==> src/rtl/prog_clk_gen_if.sv <==
// Control and status bundle of the programmable clock generator.
// The master drives per-channel enable/load/values; the slave returns the generated waveforms.
interface prog_clk_gen_if #(
    parameter int CH = 2,
    parameter int W  = 8
);
    logic [CH-1:0]   en;
    logic [CH-1:0]   load;
    logic [CH*W-1:0] period_in;
    logic [CH*W-1:0] high_in;
    logic [CH-1:0]   clk_out;
    logic [CH-1:0]   tick;
    logic [CH-1:0]   pending;

    modport master (
        output en, load, period_in, high_in,
        input  clk_out, tick, pending
    );

    modport slave (
        input  en, load, period_in, high_in,
        output clk_out, tick, pending
    );
endinterface

==> src/rtl/prog_clk_gen.sv <==
// Multi-channel programmable clock/strobe generator: per-channel period and high time
// in system-clock cycles, reloaded from a shadow only at period boundaries or when idle.
module prog_clk_gen #(
    parameter int CH = 2,
    parameter int W  = 8
) (
    input  logic           clk,
    input  logic           rst,
    prog_clk_gen_if.slave  bus
);
    localparam logic [W-1:0] ONE = W'(1);

    logic [W-1:0]  per_q  [CH];
    logic [W-1:0]  hi_q   [CH];
    logic [W-1:0]  sper_q [CH];
    logic [W-1:0]  shi_q  [CH];
    logic [W-1:0]  cnt_q  [CH];
    logic [CH-1:0] run_q, pend_q, clk_q, tick_q;

    logic [W-1:0]  per_d  [CH];
    logic [W-1:0]  hi_d   [CH];
    logic [W-1:0]  sper_d [CH];
    logic [W-1:0]  shi_d  [CH];
    logic [W-1:0]  cnt_d  [CH];
    logic [CH-1:0] run_d, pend_d, clk_d, tick_d;

    function automatic logic [W-1:0] next_cnt(input logic [W-1:0] cnt, input logic at_end);
        return at_end ? '0 : cnt + ONE;
    endfunction

    always_comb begin
        for (int i = 0; i < CH; i++) begin : g_ch
            logic         at_end;
            logic         apply;
            logic [W-1:0] p_new;
            logic [W-1:0] h_new;
            logic [W-1:0] c_run;

            at_end = (cnt_q[i] == per_q[i] - ONE);
            // Shadow takes effect only when no period is in flight past this edge.
            apply  = pend_q[i] && (!run_q[i] || !bus.en[i] || at_end);
            p_new  = apply ? sper_q[i] : per_q[i];
            h_new  = apply ? shi_q[i]  : hi_q[i];
            c_run  = next_cnt(cnt_q[i], at_end);

            per_d[i]  = p_new;
            hi_d[i]   = h_new;
            sper_d[i] = bus.load[i] ? bus.period_in[i*W +: W] : sper_q[i];
            shi_d[i]  = bus.load[i] ? bus.high_in[i*W +: W]   : shi_q[i];
            // A load coinciding with an application lands in the shadow and stays pending.
            pend_d[i] = bus.load[i] | (pend_q[i] & ~apply);

            run_d[i]  = 1'b0;
            cnt_d[i]  = '0;
            clk_d[i]  = 1'b0;
            tick_d[i] = 1'b0;
            if (!bus.en[i] || p_new == '0) begin
                run_d[i]  = 1'b0;
            end else if (!run_q[i]) begin
                run_d[i]  = 1'b1;
                tick_d[i] = 1'b1;
                clk_d[i]  = (h_new != '0);
            end else begin
                run_d[i]  = 1'b1;
                cnt_d[i]  = c_run;
                tick_d[i] = (c_run == '0);
                clk_d[i]  = (c_run < h_new);
            end
        end
    end

    always_ff @(posedge clk) begin
        if (rst) begin
            for (int i = 0; i < CH; i++) begin
                per_q[i]  <= '0;
                hi_q[i]   <= '0;
                sper_q[i] <= '0;
                shi_q[i]  <= '0;
                cnt_q[i]  <= '0;
            end
            run_q  <= '0;
            pend_q <= '0;
            clk_q  <= '0;
            tick_q <= '0;
        end else begin
            for (int i = 0; i < CH; i++) begin
                per_q[i]  <= per_d[i];
                hi_q[i]   <= hi_d[i];
                sper_q[i] <= sper_d[i];
                shi_q[i]  <= shi_d[i];
                cnt_q[i]  <= cnt_d[i];
            end
            run_q  <= run_d;
            pend_q <= pend_d;
            clk_q  <= clk_d;
            tick_q <= tick_d;
        end
    end

    assign bus.clk_out = clk_q;
    assign bus.tick    = tick_q;
    assign bus.pending = pend_q;
endmodule

==> src/flat_wrapper.sv <==
// flat-port wrapper written by rule: the top's interface ports become plain ports
module prog_clk_gen_flat 
#(
    parameter int CH = 2,
    parameter int W  = 8
)
  (clk, rst, bus_en, bus_load, bus_period_in, bus_high_in, bus_clk_out, bus_tick, bus_pending);
  prog_clk_gen_if #(.CH(CH), .W(W)) bus_i ();
  input  logic clk;
  input  logic rst;
  input wire logic [$bits(bus_i.en)-1:0] bus_en;
  input wire logic [$bits(bus_i.load)-1:0] bus_load;
  input wire logic [$bits(bus_i.period_in)-1:0] bus_period_in;
  input wire logic [$bits(bus_i.high_in)-1:0] bus_high_in;
  output wire logic [$bits(bus_i.clk_out)-1:0] bus_clk_out;
  output wire logic [$bits(bus_i.tick)-1:0] bus_tick;
  output wire logic [$bits(bus_i.pending)-1:0] bus_pending;
  assign bus_i.en = bus_en;
  assign bus_i.load = bus_load;
  assign bus_i.period_in = bus_period_in;
  assign bus_i.high_in = bus_high_in;
  assign bus_clk_out = bus_i.clk_out;
  assign bus_tick = bus_i.tick;
  assign bus_pending = bus_i.pending;
  prog_clk_gen #(.CH(CH), .W(W)) u_core (.clk(clk), .rst(rst), .bus(bus_i));
endmodule
==> config.mk <==
export PLATFORM = sky130hd
export DESIGN_NAME = prog_clk_gen_flat
export DESIGN_NICKNAME = d
export VERILOG_FILES = /design/src/rtl/prog_clk_gen_if.sv /design/src/rtl/prog_clk_gen.sv /design/src/flat_wrapper.sv
export SDC_FILE = /design/constraint.sdc
export NUM_CORES = 1
export LEC_CHECK = 0
export ABC_AREA = 1
export CAP_MARGIN = 20
export CORE_MARGIN = 1
export CORE_UTILIZATION = 52
export CTS_CLUSTER_SIZE = 14
export DETAILED_ROUTE_END_ITERATION = 8
export PLACE_DENSITY = 0.74
export SETUP_SLACK_MARGIN = 0.02
export SYNTH_ARGS = -nofsm -noshare
export SYNTH_HDL_FRONTEND = slang
export SYNTH_SLANG_ARGS = --single-unit
==> constraint.sdc <==
create_clock -name clk -period 3.5 [get_ports clk]
set_input_delay 0.875 -clock clk [delete_from_list [all_inputs] [get_ports clk]]
set_output_delay 0.875 -clock clk [all_outputs]
set_load 0.1 [all_outputs]
======== Word level (Yosys, flattened, before mapping) ========
Memory sizes are Yosys's and may differ from the RTL's.
Cells that the tools add are included.
operators by class
  add/sub/neg operators ................... 4
  magnitude comparators ................... 2
  equality and inequality tests ........... 2
  muxes and demuxes ....................... 33
  bitwise logic cells ..................... 16
  reduce and logical (&&, ||, !) cells .... 20
operator list
  operator             number
  $mux 8               24
  $logic_not 8->1      4
  $add 8x1->8 const B  2
  $eq 8x8->1           2
  $lt 8x8->1           2
  $reduce_bool 8->1    2
  $sub 8x1->8 const B  2
  $or 1x1->1           12
  $mux 1               9
  $logic_or 1x1->1     6
  $logic_not 1->1      4
  $reduce_or 2->1      2
  $and 1x1->1          2
  $logic_and 1x1->1    2
  $not 1->1            2
storage, ports and cells
  bits in registers ....................... 8
  RAM bits ................................ 80
  word-level logic and storage cells ...... 88
  memories kept ........................... 5
memories
  name           words  width  read ports  clocked after Yosys merged registers in  write ports  RTL line            RTL
  u_core.cnt_q   2      8      2           0                                        2            prog_clk_gen.sv:17  logic [W-1:0] cnt_q [CH];
  u_core.hi_q    2      8      2           0                                        2            prog_clk_gen.sv:14  logic [W-1:0] hi_q [CH];
  u_core.per_q   2      8      2           0                                        2            prog_clk_gen.sv:13  logic [W-1:0] per_q [CH];
  u_core.shi_q   2      8      2           0                                        2            prog_clk_gen.sv:16  logic [W-1:0] shi_q [CH];
  u_core.sper_q  2      8      2           0                                        2            prog_clk_gen.sv:15  logic [W-1:0] sper_q [CH];

======== Logic depth before layout (Yosys ltp) ========
Gate-level depths: netlist of the first run.
  depth in word-level cells ............... 9
  mapped depth ............................ 25

======== Worst setup path after synthesis of the first run ========
No wires, ideal clock.
  path kind ............................... register -> register
  start ................................... memory u_core.per_q[1][0], in the netlist u_core.per_q[0][8]
  end ..................................... register u_core.clk_q[1], in the netlist u_core.bus.clk_out[1]
  arrival time ............................ 2.816 ns
  setup slack ............................. 0.613 ns
  stages on the path, launching flop included .. 22
  buffers on the path ..................... 2
  period minus slack after synthesis ...... 2.887 ns
  cell sequence ........................... dfxtp_1 inv_2 ha_1 nand2_1 inv_1 nor2_1 nand2_1 nor2_1 nand3_1 nor2_4 nand2_4 nand2_4 nand2_4 buf_6 buf_8 o21ai_0 ha_1 a21oi_1 nor2_1 a2111oi_0 nand2_1 a21oi_1
RTL lines
  item                  RTL line            RTL
  from (decl)           prog_clk_gen.sv:13
  to (signal assigned)  prog_clk_gen.sv:95  clk_q <= clk_d;
  to (decl)             prog_clk_gen.sv:18  logic [CH-1:0] run_q, pend_q, clk_q, tick_q;

==> results of run 1 <==
-- path summary, 6_finish.rpt --
kind / start / endpoint / slack [ps]
max: u_core.per_q[0][8] / u_core.bus.clk_out[1] / 380
min: u_core.shi_q[0][0] / u_core.shi_q[0][0] / 470
max reg2reg: u_core.per_q[0][8] / u_core.bus.clk_out[1] / 380
min reg2reg: u_core.shi_q[0][0] / u_core.shi_q[0][0] / 470
-- flip-flops by register name, indices dropped and copies added (netlist names) --
register            count
u_core.sper_q          16
u_core.per_q           16
u_core.run_q            2
u_core.hi_q            16
u_core.bus.tick         2
u_core.bus.pending      2
u_core.shi_q           16
u_core.bus.clk_out      2
u_core.cnt_q           16
-- final cells by class --
| type | count | share of cell area, % |
|---|---|---|
| Multi-Input combinational cell | 457 | 43.3 |
| Sequential cell | 88 | 34.4 |
| Timing Repair Buffer | 49 | 8.99 |
| Inverter | 88 | 6.45 |
| Clock buffer | 10 | 2.69 |
| Tap cell | 105 | 2.56 |
| Clock inverter | 5 | 1.59 |
-- power by group --
group	switching, mW	leakage (nW)	internal [mW]
clock network	0.352	0.108	0.417
logic	0.257	1.72	0.156
registers	0.0358	0.725	1.06
-- cells in the mapped netlist --
cell / instances
or2_2: 2
nand2_8: 1
nor2_4: 1
nand2_2: 4
buf_8: 1
clkinv_1: 2
nand2_1: 139
nand3_1: 25
inv_1: 78
dfxtp_1: 88
xor2_1: 9
buf_6: 5
nor2_2: 13
o21ai_1: 5
nor2_1: 139
inv_2: 8
a21oi_1: 12
xnor2_1: 5
nand3_2: 2
a2111oi_0: 2
nand4_1: 5
ha_1: 18
nand2_4: 4
o21ai_0: 67
clkbuf_1: 11
nor3_1: 4
-- worst register-to-register path, stage by stage, from the launching register on --
cell and delay, ps:
dfxtp_1 350, inv_2 70, ha_1 320, nand2_1 80, inv_1 40, nor2_1 70
nand2_1 50, nor2_1 110, nand3_1 120, nor2_4 120, nand2_4 100, nand2_4 90
nand2_4 160, o21ai_0 330, ha_1 310, a21oi_1 140, nor2_1 50, a2111oi_0 310
nand2_1 90, a21oi_1 140
-- placed cells by master, fill, tap and decap left out, drive strengths merged --
master | synthesis | layout
nor3 | 4 | 4
clkdlybuf4s50 | 0 | 37
clkbuf | 11 | 10
clkinvlp | 0 | 1
or2 | 2 | 2
bufinv | 0 | 2
a2111oi | 2 | 2
nor2 | 153 | 153
dfxtp | 88 | 88
inv | 86 | 86
nand2 | 148 | 148
nand4 | 5 | 5
xnor2 | 5 | 5
ha | 18 | 18
buf | 6 | 12
nand3 | 27 | 27
clkinv | 2 | 4
xor2 | 9 | 9
o21ai | 72 | 72
a21oi | 12 | 12
-- layer usage --
layer  routed length [um]  up-vias  share of wire, %  track usage (%)
li1                     -     2105                 -                -
met1                 4620     1792                47             28.4
met2                 4550      108                46             39.4
met3                  541       18               5.4             5.91
met4                  216        0               2.2             9.62
met5                    0        -                 0                0
-- cells by family (layout without fill, tap and decap cells) --
kind of cell	after synthesis	after routing
compound gates	86	86
fa+ha+maj	18	18
buf+inv	105	152
flops	88	88
xor+xnor	14	14
simple gates	339	339
-- stage by stage --
stage | std cells | instance area [um^2] | util [%] | setup WS, ps | hold slack [ps]
after floorplan | 650 | 4430 | - | 613 | 434
after global placement | 787 | 4900 | 59.7 | 478 | 460
after detailed placement | 787 | 4900 | 59.7 | 382 | 469
after CTS | 802 | 5120 | 62.4 | 405 | 481
after global routing | 802 | 5120 | 62.4 | 71.7 | 502
final | 802 | 5120 | 62.4 | 383 | 474
==> run_results.csv, run 1 <==
group,metric,value,unit
status,status,"finished clean",
setup_path,crit_chain,"inv_2 > ha_1 > nand2_1 > inv_1 > nor2_1 > nand2_1 > nor2_1 > nand3_1 > nor2_4 > nand2_4 > nand2_4 > nand2_4 > o21ai_0 > ha_1 > a21oi_1 > nor2_1 > a2111oi_0 > nand2_1 > a21oi_1",
cts,cts.sinks,88,
timing,skew,8.12,ps
synthesis,synth_area_per_cell,6.81,um^2
setup_path,critPathCaptureType,"flip-flop",
synthesis,muxShareOfSynthArea,0,%
power,finalPower,2.28,mW
cts,post_cts_buffers,0,
place,dp_hpwl,7500,um
cts,cts_made_buffers,9,
routing,avgRoutedWirePerCell,12.4,um
synthesis,syn_area,4430,um^2
setup_path,crit_cells,19,
timing,setup_viol,0,
routing,vias,4023,
synthesis,synthTopCellsByArea,"dfxtp_1, nand2_1, nor2_1",
global_routing,grt_max_degree,35,
setup_path,cp.arrival,3410,ps
synthesis,yosysSeqAreaShare,39.8,%
floorplan,die_w,94.3,um
synthesis,ys_types,26,
routing,vias_per_cell,5.02,
routing,drt-initial-drc-count,141,
routing,drc,0,
power,vdd_ir_drop_max,0.000273,V
setup_path,ff2ff_path_depth,19,
layout,area_delta_synth_final,15.8,%
timing,finalCritPeriodShare,89.0,%
cts,htree_levels,3,
setup_path,critPathRequiredTime,3790,ps
setup_path,cp_slowest_cell,"dfxtp_1",
min_path,hold_class,"reg -> reg",
floorplan,die_y,94.3,um
setup_path,worst-path-max-fanout,31,
routing,antenna_left,0,
timing,rsz0062_at_grt,"false",
synthesis,synth_compound_area_share,9.90,%
synthesis,synthXorXnorAreaFrac,2.77,%
floorplan,start_util,53.9,%
synthesis,synth_fa_ha_area_share,5.09,%
layout,drive_gt1_share,8.90,%
setup_path,crit_path_max_incr_delay,350,ps
cts,tritoncts,"yes",
setup_path,cp-start-kind,"flip-flop",
synthesis,syn_nets,706,
cts,clockBufferDepth,2,
min_path,hold_depth,2,
floorplan,rows,33,
global_routing,antenna_found_initial,0,
floorplan,dieArea,8880,um^2
layout,n_fill_cell,782,
timing,final_max_slew_viol_count,0,
synthesis,yosysWarnings,0,
timing,fin_crit,3120,ps
floorplan,boundaryPins,44,
synthesis,synth-simple-area-share,32.4,%
routing,wirelength,9930,um
synthesis,yosysTopAreaCell,"dfxtp_1",
power,power_density,445,nW/um^2
place,gp_congestion,0.833,
timing,final_hold_viol_count,0,
timing,clock.fmax,0.321,GHz
global_routing,grt_pass1_vias,3693,
synthesis,ys_ff_latch,88,
timing,worstMarginPinSlew,480,ps
setup_path,crit_buf_inv,2,
floorplan,core_area,8220,um^2
power,p_leak,2.55,nW
cts,path_clk_slew,80,ps
place,port_buffers,43,
global_routing,grt_pass1_wl,16000,um
timing,slew_headroom,67.7,%
global_routing,grt_util_all_layers,23.5,%
timing,finalSetupTns,0,ps
cts,hold_buffers,0,
synthesis,synth.top_cell.area_share,39.8,%
synthesis,synthCells,650,
global_routing,grt_overflow,0,
setup_path,crit_type,"reg -> reg",
synthesis,synth_top_family_by_area,"simple AND/OR/NAND/NOR gates",
cts,clk_root_buffer_cell,"clkbuf_8",
cts,clk_latency,360,ps
layout,ff_latch_area,1760,um^2
routing,dr.pass1.iters,4,
layout,nNetsFinal,749,
setup_path,critPathTopFamily,"simple AND/OR/NAND/NOR gates",
layout,diodes,0,
cts,cts.repair.resized,0,
layout,multi_input_area,2220,um^2
flow_run,cap_violations,0,
Note: power is estimated with default switching activity, not from simulation.
==> run 2, diff against run 1 <==
clock period = 3.75 ns   (was 3.5 ns; I/O delays follow)
==> run 2 against run 1 <==
Against the previous run:
- maximum frequency fell by 1.3%
- worst hold slack about the same
- first-iteration DRC count rose by 37%
- worst setup slack better by 210 ps
- routed wire length is 1.4% higher
- sequential cell count did not move
- utilization is 0.52 points lower
- global-route usage rose by 0.29 points
- critical path depth stayed put
- clock power down 24%
- combinational power fell by 6.8%
- clock skew grew 5.8 ps
==> run_results.csv, run 2 (synthesis gave the netlist of run 1 again) <==
group,metric,value,unit
routing,wirelength,10100,um
place,dp_hpwl,7450,um
place,gp_congestion,0.875,
cts,post_cts_buffers,0,
global_routing,use_met1,31.4,%
timing,slew_headroom,34.1,%
setup_path,worst-path-max-fanout,31,
floorplan,core_area,8220,um^2
timing,setup_viol,0,
setup_path,critPathCaptureType,"flip-flop",
power,finalPower,1.99,mW
global_routing,grt_use_met3,3.07,%
cts,cts.sinks,88,
setup_path,crit_type,"reg -> reg",
floorplan,dieArea,8880,um^2
setup_path,cp-endpoint,"u_core.bus.clk_out[0]",
timing,clock.fmax,0.317,GHz
cts,hold_buffers,0,
layout,drive_gt1_share,8.05,%
cts,path_clk_slew,90,ps
layout,nNetsFinal,748,
cts,htree_levels,3,
global_routing,grt_pass1_vias,3745,
cts,clk_root_buffer_cell,"clkbuf_8",
timing,final_max_slew_viol_count,0,
global_routing,grt_max_degree,35,
layout,stdcell_area,5080,um^2
global_routing,busiest_layer,"met2",
floorplan,start_util,53.9,%
floorplan,die_w,94.3,um
min_path,hold_class,"reg -> reg",
global_routing,grt_util_all_layers,23.8,%
setup_path,crit_cells,19,
cts,clk_latency,350,ps
routing,dr.pass1.iters,5,
cts,tritoncts,"yes",
global_routing,grt_overflow,0,
layout,diodes,0,
layout,final_cell_mix,"nand2_1, nor2_1, dfxtp_1, inv_1, o21ai_0",
global_routing,grt_pass1_wl,16600,um
timing,final_hold_viol_count,0,
power,p_leak,2.52,nW
timing,worstMarginPinSlew,986,ps
global_routing,met2_usage,40.0,%
layout,fin_util,61.8,%
flow_run,cap_violations,0,
floorplan,boundaryPins,44,
power,power_density,392,nW/um^2
setup_path,cp.arrival,3440,ps
layout,area_delta_synth_final,14.8,%
routing,antenna_left,0,
place,post_dp_cell_area,4910,um^2
status,status,"finished clean",
place,port_buffers,43,
routing,drc,0,
timing,skew,13.9,ps
setup_path,cp-start-kind,"flip-flop",
setup_path,r2r-start,"u_core.per_q[0][0]",
routing,drt-initial-drc-count,193,
floorplan,rows,33,
setup_path,cp-startpoint,"u_core.per_q[0][0]",
routing,vias_per_cell,5.00,
cts,clockBufferDepth,2,
setup_path,ff2ff_path_depth,19,
setup_path,rrSetupSlack,590,ps
floorplan,die_y,94.3,um
setup_path,worst_r2r_endpoint,"u_core.bus.clk_out[0]",
setup_path,critPathTopFamily,"simple AND/OR/NAND/NOR gates",
timing,fin_crit,3160,ps
cts,cts.repair.resized,0,
timing,finalSetupTns,0,ps
routing,avgRoutedWirePerCell,12.6,um
routing,vias,4002,
setup_path,path_common_cell,"nand2_1",
power,vdd_ir_drop_max,0.000181,V
setup_path,critPathRequiredTime,4030,ps
setup_path,crit_path_max_incr_delay,380,ps
global_routing,antenna_found_initial,0,
cts,cts_made_buffers,9,
setup_path,cp_slowest_cell,"dfxtp_1",
setup_path,crit_chain,"inv_2 > ha_1 > inv_1 > nand2_1 > nand2_1 > nand2_1 > nand2_1 > nand3_1 > nor2_1 > nand2_2 > nand2_2 > nand2_2 > o21ai_1 > ha_1 > a21oi_1 > nor2_1 > a2111oi_0 > nand2_1 > a21oi_1",
timing,rsz0062_at_grt,"false",
setup_path,crit_buf_inv,2,
timing,finalCritPeriodShare,84.2,%
[run 2: changes by cell type in the layout (fill, tap and decap cells not counted)]
cell,change
clkinvlp_4,+1
bufinv_16,-2
buf_4,-6
clkinv_2,+1
clkdlybuf4s50_1,+5
[run 2: tightest hold or removal path, delay by kind of cell, from the launching register on]
family,cells,cell delay [ps]
DFF,1,310
buffers and inverters,1,60
AOI/OAI and AO/OA,1,60
[run 2: per-stage QoR]
stage / hold WS, ps / setup slack, ps / instances
after floorplan: 434 / 863 / 650
after global placement: 466 / 530 / 786
after detailed placement: 472 / 358 / 786
after CTS: 484 / 565 / 801
after global routing: 507 / 192 / 801
final: 474 / 593 / 801
[run 2: layout make-up]
type,instances,area [um^2]
Timing Repair Buffer,48,465
Fill cell,768,3140
Sequential cell,88,1760
Clock inverter,5,33.8
Tap cell,105,131
Inverter,88,330
Clock buffer,10,138
Multi-Input combinational cell,457,2220
[run 2: how the worst min path moves through the flow]
stage	slack [ps]	endpoint	start	depth (start not counted)
3_3_place_gp	470	u_core.shi_q[0][0]	u_core.shi_q[0][0]	2
5_1_grt	510	u_core.shi_q[0][0]	u_core.shi_q[0][0]	2
4_1_cts	480	u_core.shi_q[0][0]	u_core.shi_q[0][0]	2
3_5_place_dp	470	u_core.shi_q[0][0]	u_core.shi_q[0][0]	2
6_report	470	u_core.shi_q[0][0]	u_core.shi_q[0][0]	2
2_1_floorplan	430	u_core.shi_q[0][0]	u_core.shi_q[0][0]	2
[run 2: per-layer routing]
| layer | up-vias | share of wire, % |
|---|---|---|
| met5 | - | 0 |
| met4 | 0 | 1.2 |
| met3 | 11 | 3.9 |
| met2 | 86 | 46 |
| met1 | 1804 | 49 |
| li1 | 2101 | - |
[run 2: power breakdown]
| group | switching, mW | total [mW] | internal [mW] | leakage [nW] |
|---|---|---|---|---|
| combinational | 0.238 | 0.385 | 0.146 | 1.71 |
| clock | 0.332 | 0.586 | 0.254 | 0.0841 |
| sequential | 0.0335 | 1.02 | 0.989 | 0.725 |
==> run 3, diff against run 2 <==
clock period = 3.1 ns   (was 3.75 ns; I/O delays follow)
==> run 3 against run 2 <==
Against the previous run:
- register-to-register slack got worse by 310 ps
- maximum frequency rose by 12%
- sequential power rose by 22%
- via count fell by 0.92%
- clock-buffer cell count did not move
- critical endpoint unchanged
==> run_results.csv, run 3 (synthesis gave the netlist of run 1 again) <==
group,metric,value,unit
place,place_ws,97.3,ps
layout,final_cell_mix,"nand2_1, nor2_1, dfxtp_1, inv_1, o21ai_0",
timing,finalCritPeriodShare,91.0,%
min_path,hp-start,"u_core.shi_q[0][0]",
cts,clockBufferDepth,2,
routing,avgRoutedWirePerCell,12.2,um
setup_path,critPathRequiredTime,3390,ps
min_path,hold_depth,2,
floorplan,rows,33,
setup_path,r2r-start,"u_core.per_q[0][0]",
routing,drt-initial-drc-count,165,
global_routing,grt_pass1_vias,3754,
cts,htree_levels,3,
setup_path,cp-start-kind,"flip-flop",
floorplan,core_area,8220,um^2
cts,cts_made_buffers,9,
routing,vias,3965,
floorplan,boundaryPins,44,
cts,hold_buffers,0,
setup_path,ff2ff_path_depth,20,
layout,stdcell_area,5160,um^2
cts,clk_root_buffer_cell,"clkbuf_8",
cts,path_clk_slew,90,ps
floorplan,die_y,94.3,um
cts,cts.sinks,88,
setup_path,rrSetupSlack,280,ps
timing,clock.fmax,0.354,GHz
floorplan,start_util,53.9,%
setup_path,worst-path-max-fanout,9,
power,power_density,494,nW/um^2
routing,vias_per_cell,4.91,
place,gp_congestion,0.923,
floorplan,dieArea,8880,um^2
global_routing,grt_util_all_layers,23.7,%
timing,hold_ws,459,ps
layout,finalNonFillerCells,807,
layout,drive_gt1_share,9.97,%
place,post_dp_cell_area,4930,um^2
timing,slew_headroom,60.1,%
setup_path,critPathCaptureType,"flip-flop",
global_routing,antenna_found_initial,0,
timing,fin_ws,279,ps
layout,fin_util,62.8,%
timing,final_max_slew_viol_count,0,
timing,skew,16.1,ps
power,finalPower,2.55,mW
status,status,"finished clean",
routing,wirelength,9810,um
timing,fin_crit,2820,ps
cts,clk_latency,360,ps
setup_path,crit_type,"reg -> reg",
min_path,hold_class,"reg -> reg",
cts,tritoncts,"yes",
layout,area_delta_synth_final,16.7,%
layout,diodes,0,
place,dp_hpwl,7390,um
layout,nNetsFinal,753,
min_path,min_to,"u_core.shi_q[0][0]",
timing,setup_viol,0,
global_routing,grt_max_degree,35,
timing,worstMarginPinSlew,595,ps
power,vdd_ir_drop_max,0.000263,V
routing,antenna_left,0,
power,p_leak,2.57,nW
place,dp.cells,791,
routing,dr.pass1.iters,4,
place,port_buffers,43,
setup_path,worst_r2r_endpoint,"u_core.bus.clk_out[0]",
setup_path,cp.arrival,3110,ps
global_routing,grt_overflow,0,
global_routing,grt_pass1_wl,16500,um
flow_run,cap_violations,0,
routing,drc,0,
timing,final_hold_viol_count,0,
timing,finalSetupTns,0,ps
layout,n_fill_cell,763,
floorplan,die_w,94.3,um
timing,rsz0062_at_grt,"true",
cts,post_cts_buffers,0,
-- run 3: changes by cell type in the layout (fill, tap and decap cells not counted), sizes merged --
| cell | change |
|---|---|
| buf | +10 |
| clkdlybuf4s50 | -5 |
| inv | +3 |
| clkinv | -2 |
| bufinv | +1 |
| clkinvlp | -1 |
-- run 3: per-layer routing --
metal / global-route usage, % / up-vias / share of wire (%)
met4: 7.18 / 0 / 0.99
met1: 31.3 / 1764 / 49
met3: 3.64 / 8 / 4.2
met2: 39.5 / 82 / 45
li1: - / 2111 / -
met5: 0 / - / 0
-- run 3: worst max path at each step --
stage | start | end | slack, ps | depth (start not counted)
3_5_place_dp | u_core.per_q[0][8] | u_core.bus.clk_out[1] | 100 | 19
2_1_floorplan | u_core.per_q[0][8] | u_core.bus.clk_out[1] | 210 | 21
5_1_grt | u_core.per_q[0][8] | u_core.bus.clk_out[1] | -0.6 | 21
3_3_place_gp | u_core.per_q[0][8] | u_core.bus.clk_out[1] | 170 | 19
4_1_cts | u_core.per_q[0][8] | u_core.bus.clk_out[1] | 50 | 19
6_report | u_core.per_q[0][0] | u_core.bus.clk_out[0] | 280 | 20
-- run 3: layout make-up --
type / instances / area [um^2] / share of cell area [%]
Tap cell: 105 / 131 / 2.54
Clock inverter: 6 / 75.1 / 1.45
Timing Repair Buffer: 53 / 490 / 9.50
Sequential cell: 88 / 1760 / 34.1
Clock buffer: 10 / 138 / 2.67
Multi-Input combinational cell: 457 / 2240 / 43.3
Inverter: 88 / 330 / 6.40
-- run 3: report_power, final --
group          total, mW  leakage [nW]  switching (mW)  internal (mW)
logic              0.476          1.74           0.292          0.184
clock network      0.839         0.105           0.431          0.408
registers           1.24         0.725          0.0411           1.20
total               2.55          2.57           0.765           1.79
-- run 3: critical path, stage by stage (launching register included) --
cell and delay [ps]:
dfxtp_1 340, inv_2 100, ha_1 220, nand2_1 110
nor2_1 100, nand3_1 70, nand2_1 60, inv_1 40
nand2_1 60, nor2_2 40, nand2_2 90, buf_4 180
inv_1 60, or2_2 310, inv_1 80, ha_1 240
nand2_1 90, nor2_1 50, a2111oi_0 280, nand2_1 100
a21oi_1 120
-- run 3: what timing repair did --
action	4_1_cts	5_1_grt
endpoints found under the setup margin	0	10
endpoints found under the hold margin	0	0
gates resized for setup	0	18
